## src/rtl/run_supervisor.sv

```systemverilog
// run_supervisor
// ----------------------------------------------------------------------------
// Kernel-level run controller that sits downstream of the watchdog timer.
// It turns the host ap_start level into a single core_start pulse and
// reports completion through ap_done / ap_idle / ap_ready. A watchdog expiry
// forces a bounded pipeline flush (flush_req held for FLUSH_CYCLES cycles)
// and ends the run with a sticky timeout status. run_cycles counts the
// cycles spent in RUN for host readback.
//
// Handshake: ap_start is a level. It is accepted only in IDLE; acceptance is
// signalled by a one-cycle ap_ready together with a one-cycle core_start.
// ap_done is a one-cycle pulse on the first IDLE cycle after a run. ap_start
// still high on that cycle is accepted immediately (back-to-back runs).
//
// Parameters:
//   CNT_W        - width of run_cycles
//   FLUSH_CYCLES - number of cycles flush_req is held after a timeout (>= 1)
//
// Ports:
//   aclk           in   clock
//   aresetn        in   asynchronous active-low reset
//   ap_start       in   host start (level)
//   time_out       in   watchdog expiry pulse
//   core_done      in   core completion pulse
//   core_start     out  one-cycle start pulse to the core
//   flush_req      out  forces the core pipeline to drain and discard data
//   ap_ready       out  one-cycle start-accepted pulse
//   ap_done        out  one-cycle run-finished pulse (normal or timeout)
//   ap_idle        out  high while in IDLE
//   status_timeout out  sticky: last run ended by timeout
//   run_cycles     out  cycles spent in RUN during the last or current run
//   fsm_state      out  current FSM state (0 IDLE, 1 RUN, 2 FLUSH) for debug
// ----------------------------------------------------------------------------
module run_supervisor #(
    parameter int CNT_W        = 32,
    parameter int FLUSH_CYCLES = 16
) (
    input  logic             aclk,
    input  logic             aresetn,
    input  logic             ap_start,
    input  logic             time_out,
    input  logic             core_done,
    output logic             core_start,
    output logic             flush_req,
    output logic             ap_ready,
    output logic             ap_done,
    output logic             ap_idle,
    output logic             status_timeout,
    output logic [CNT_W-1:0] run_cycles,
    output logic [1:0]       fsm_state
);

    // Flush counter only needs to hold FLUSH_CYCLES-1.
    localparam int FC_W = (FLUSH_CYCLES > 1) ? $clog2(FLUSH_CYCLES) : 1;
    localparam logic [FC_W-1:0] FLUSH_LOAD = FC_W'(FLUSH_CYCLES - 1);
    localparam logic [CNT_W-1:0] CNT_MAX = {CNT_W{1'b1}};

    typedef enum logic [1:0] {
        S_IDLE  = 2'd0,
        S_RUN   = 2'd1,
        S_FLUSH = 2'd2
    } state_t;

    state_t state;
    state_t state_nxt;

    logic [FC_W-1:0]  flush_cnt;
    logic [FC_W-1:0]  flush_cnt_nxt;
    logic [CNT_W-1:0] run_cycles_nxt;
    logic             core_start_nxt;
    logic             flush_req_nxt;
    logic             ap_ready_nxt;
    logic             ap_done_nxt;
    logic             ap_idle_nxt;
    logic             status_timeout_nxt;
    logic             start_acc;
    logic             to_flush;

    assign fsm_state = state;

    // ------------------------------------------------------------------
    // State register
    // ------------------------------------------------------------------
    always_ff @(posedge aclk or negedge aresetn) begin
        if (!aresetn) begin
            state <= S_IDLE;
        end else begin
            state <= state_nxt;
        end
    end

    // ------------------------------------------------------------------
    // Next-state logic
    // ------------------------------------------------------------------
    always_comb begin
        state_nxt = state;
        unique case (state)
            S_IDLE: begin
                if (ap_start) state_nxt = S_RUN;
            end
            S_RUN: begin
                // Completion beats a simultaneous watchdog expiry.
                if (core_done)     state_nxt = S_IDLE;
                else if (time_out) state_nxt = S_FLUSH;
            end
            S_FLUSH: begin
                if (flush_cnt == '0) state_nxt = S_IDLE;
            end
            default: state_nxt = S_IDLE;
        endcase
    end

    // ------------------------------------------------------------------
    // Output logic: next values of every registered output
    // ------------------------------------------------------------------
    always_comb begin
        start_acc          = (state == S_IDLE) && (state_nxt == S_RUN);
        to_flush           = (state == S_RUN) && (state_nxt == S_FLUSH);

        core_start_nxt     = start_acc;
        ap_ready_nxt       = start_acc;
        ap_done_nxt        = (state != S_IDLE) && (state_nxt == S_IDLE);
        ap_idle_nxt        = (state_nxt == S_IDLE);
        flush_req_nxt      = (state_nxt == S_FLUSH);

        status_timeout_nxt = status_timeout;
        if (start_acc)     status_timeout_nxt = 1'b0;
        else if (to_flush) status_timeout_nxt = 1'b1;

        // Counts every edge taken in RUN, including the exiting edge, so the
        // final value equals the number of cycles spent in RUN.
        run_cycles_nxt = run_cycles;
        if (start_acc) begin
            run_cycles_nxt = '0;
        end else if ((state == S_RUN) && (run_cycles != CNT_MAX)) begin
            run_cycles_nxt = run_cycles + CNT_W'(1);
        end

        flush_cnt_nxt = flush_cnt;
        if (to_flush) begin
            flush_cnt_nxt = FLUSH_LOAD;
        end else if ((state == S_FLUSH) && (flush_cnt != '0)) begin
            flush_cnt_nxt = flush_cnt - FC_W'(1);
        end
    end

    // ------------------------------------------------------------------
    // Output / datapath registers
    // ------------------------------------------------------------------
    always_ff @(posedge aclk or negedge aresetn) begin
        if (!aresetn) begin
            core_start     <= 1'b0;
            flush_req      <= 1'b0;
            ap_ready       <= 1'b0;
            ap_done        <= 1'b0;
            ap_idle        <= 1'b1;
            status_timeout <= 1'b0;
            run_cycles     <= '0;
            flush_cnt      <= '0;
        end else begin
            core_start     <= core_start_nxt;
            flush_req      <= flush_req_nxt;
            ap_ready       <= ap_ready_nxt;
            ap_done        <= ap_done_nxt;
            ap_idle        <= ap_idle_nxt;
            status_timeout <= status_timeout_nxt;
            run_cycles     <= run_cycles_nxt;
            flush_cnt      <= flush_cnt_nxt;
        end
    end

endmodule
```

## config.mk

```make
export PLATFORM = sky130hd
export DESIGN_NAME = run_supervisor
export DESIGN_NICKNAME = d
export VERILOG_FILES = /design/src/rtl/run_supervisor.sv
export SDC_FILE = /design/constraint.sdc
export NUM_CORES = 1
export LEC_CHECK = 0
export ABC_CLOCK_PERIOD_IN_PS = 3800
export CAP_MARGIN = 30
export CORE_AREA = 4 4 86 88
export DETAILED_ROUTE_END_ITERATION = 16
export DIE_AREA = 0 0 90 92
export GPL_TIMING_DRIVEN = 0
export PLACE_DENSITY = 0.67
export SYNTH_ARGS = -nofsm -noshare
export SYNTH_HDL_FRONTEND = slang
export SYNTH_SLANG_ARGS = --single-unit
```

## constraint.sdc

```tcl
create_clock -name aclk -period 3.8 [get_ports aclk]
set_input_delay 0.76 -clock aclk [delete_from_list [all_inputs] [get_ports aclk]]
set_output_delay 0.76 -clock aclk [all_outputs]
set_load 0.01 [all_outputs]
```

==> qor.csv <==
stage,metric,value,unit
outcome,outcome,"complete, no violations",
cts,cts hold-fix bufs,0,
sta,Final min period,2.13,ns
cts,TritonCTS Buffers,5,
detailed_routing,First DRT Iteration DRCs,91,
sta,measured slew at the worst slew-check pin,0.548,ns
layout,fin area,2910,sq um
pwr,PwrDens,408,nW/um^2
pwr,net switching power figure,395,uW
yosys,Post-Syn Nets,248,
floorplanning,die width,90,microns
cts,clock root cell,clkbuf_8,
pwr,LEAKAGE,0.00118,uW
floorplanning,Ports,45,
pwr,"Power, Total",1190,uW
detailed_routing,vias,1983,
cts,Clock Latency Late Sink,0.30,ns
layout,layout cell share with drive strength beyond 1,8.50,%
place,Final HPWL DP,4.05,mm
worst_setup_path,worst path arrival time,2.33,ns
worst_setup_path,critical path capture point type,flop,
sta,Clock Skews,0.00998,ns
detailed_routing,DR pass1 iterations,4,
sta,Fin. Hold Viols,0,
floorplanning,Initial Utilization,34.1,%
detailed_routing,drt drc,0,
sta,Final WS setup,1.67,ns
yosys,Syn Area/Cell,9.41,sq um
place,port buffer count,44,
detailed_routing,Vias/cell,5.30,
cts,TritonCTS clock tree,done,
global_route,first-pass GRT wire length,9.14,mm
global_route,Congestion Overflow GR,0,
yosys,Post-synth EDFFs,0,
floorplanning,FP Rows,30,
sta,RSZ-0062 raised after global routing,false,
cts,Worst-path clk slew,0.09,ns
detailed_routing,Total Wirelength,5.48,mm
floorplanning,die height,92,microns
place,GP Congestion,0.771,
layout,Layout Cells excl Fill,374,
pwr,VDD IR max,0.319,mV
place,Inst Count DP,366,
cts,"Gates resized, CTS repair",0,
pwr,Reg power frac,47.6,%
yosys,Synth Cell Area,2270,sq um
cts,clock buffer depth,2,
place,dpl ws,1.41,ns
job,max_cap viols,0,
yosys,count of cell types in the netlist,42,
global_route,largest net degree at the start of global routing,30,
sta,final setup violation count,0,
place,placed inst area,2820,sq um
layout,P&R area growth vs syn,28.3,%
yosys,ys flop type,dfrtp_1,
yosys,Ys Warns,0,
detailed_routing,wire per inst,14.6,microns
worst_setup_path,CP Class,reg2reg,
layout,fin nets,300,
worst_setup_path,crit start category,flop,
worst_hold_path,Worst Hold Class,in2async,
sta,max-slew violations,0,
yosys,Mapped Cells,241,
sta,total negative slack,0,ns
floorplanning,core box area,6640,sq um
sta,fin crit share,55.9,%
pwr,P_int,791,uW
worst_setup_path,CP required,4.00,ns
yosys,post-synthesis async set-or-reset flop share,100,%
pwr,Sw Share,33.3,%
yosys,register area share after synthesis,47.5,%
global_route,antenna violations before repair,0,
sta,Max Fclk,470,MHz
layout,# diodes,0,
global_route,overall routing resource usage,13.4,%
detailed_routing,Post-DRT Antenna Nets,0,
cts,Post-CTS Setup Inserts,0,
cts,clock sink total,43,
global_route,vias in the first global route,1847,
worst_setup_path,CP Max Fanout,10,
pwr,Comb pwr share,27.7,%
cts,htree depth,2,
yosys,Synth Register Bits,43,
pwr,Clock power frac,24.8,%
sta,Slew headroom,63.5,%
floorplanning,die footprint,8280,sq um
## cell usage after synthesis (3+ instances only)
master / n / area share, %
nand4_1: 8 / 2.2
o21ai_0: 9 / 2.0
xnor2_1: 3 / 1.2
or4_1: 6 / 2.0
inv_1: 5 / 0.83
a21oi_1: 18 / 4.0
nor2_1: 15 / 2.5
clkbuf_1: 3 / 0.50
o211ai_1: 6 / 2.0
dfrtp_1: 42 / 46
nor3_1: 3 / 0.66
a31oi_1: 3 / 0.83
or3_1: 10 / 2.8
mux2i_1: 3 / 1.3
nand2_1: 33 / 5.5
o21ai_1: 5 / 1.1
nand2b_1: 5 / 1.4
xor2_1: 3 / 1.2
nand3_1: 9 / 2.0
and3_1: 13 / 3.6
buf_2: 4 / 0.88
o31ai_1: 9 / 3.0
## per-stage QoR
step	util (%)	hold WS (ns)
2_1_floorplan	-	0.464
3_3_place_gp	42.3	0.488
3_5_place_dp	42.5	0.465
4_1_cts	43.8	0.364
5_1_grt	43.8	0.380
6_report	43.8	0.357
## power groups by stage
stage          Clock, uW  Sequential [uW]  Combinational [uW]
2_1_floorplan          0              585                 157
3_3_place_gp           0              573                 327
3_5_place_dp           0              572                 331
4_1_cts              307              564                 334
5_1_grt              323              571                 364
6_report             294              564                 328
## flip-flops by register name, indices dropped and copies added, names as in the netlist
| name | flops |
|---|---|
| fsm_state | 2 |
| ap_ready | 1 |
| flush_req | 1 |
| ap_idle | 1 |
| flush_cnt | 4 |
| ap_done | 1 |
| run_cycles | 32 |
| status_timeout | 1 |
## worst max-delay path, stage by stage, from the launching register on
cell      delay, ns
dfrtp_1        0.41
and3_1         0.17
buf_4          0.14
nand4_1        0.21
o41ai_2        0.55
buf_2          0.32
o211ai_1       0.12
o31ai_1        0.10
## cell usage in the layout (no fill, tap or decap), types with 3 or more instances in the layout
master           count
a21oi_1             18
a31oi_1              3
and3_1              13
buf_2                5
clkbuf_1             4
clkbuf_8             5
clkdlybuf4s50_1     43
dfrtp_1             42
inv_1                5
mux2i_1              3
nand2_1             33
nand2b_1             5
nand3_1              9
nand4_1              8
nor2_1              15
nor3_1               3
o211ai_1             6
o21ai_0              9
o21ai_1              5
o31ai_1              9
or3_1               10
or4_1                6
xnor2_1              3
xor2_1               3
## cells by family after synthesis
logic type	synth area share (%)
AND/OR/NAND/NOR	27.3
adder cells (fa/ha/maj)	1.10
XOR/XNOR	2.32
multiplexers	1.32
AO/OA/AOI/OAI	16.9
flip-flops	47.5
buffers and inverters	3.53
## final cells by class
type	count	area [sq um]
multi-input combinational	183	1110
tap	80	100
fill	633	3740
inverter	5	18.8
clock buffer	6	72.6
buffer	10	61.3
sequential	43	1080
clock inverter	2	12.5
timing repair buffer	45	455
## metal layers
metal | GRT usage, % | wire length [microns] | vias to the layer above
met1 | 17.3 | 2570 | 937
met4 | 3.70 | 55 | 0
met2 | 22.0 | 2520 | 49
met5 | 0 | 0 | -
li1 | - | - | 991
met3 | 4.02 | 335 | 6
## final timing paths
check	from	to	slack (ns)	cells past startpoint
worst max-delay path	run_cycles[12]	run_cycles[9]	1.67	7
worst min-delay path	aresetn	run_cycles[25]	0.36	1
worst max register to register	run_cycles[12]	run_cycles[9]	1.67	7
worst min register to register	status_timeout	status_timeout	0.50	2
max in group asynchronous	aresetn	ap_idle	2.90	2
min in group aclk	status_timeout	status_timeout	0.50	2
Power figures use the tool's default switching activity.
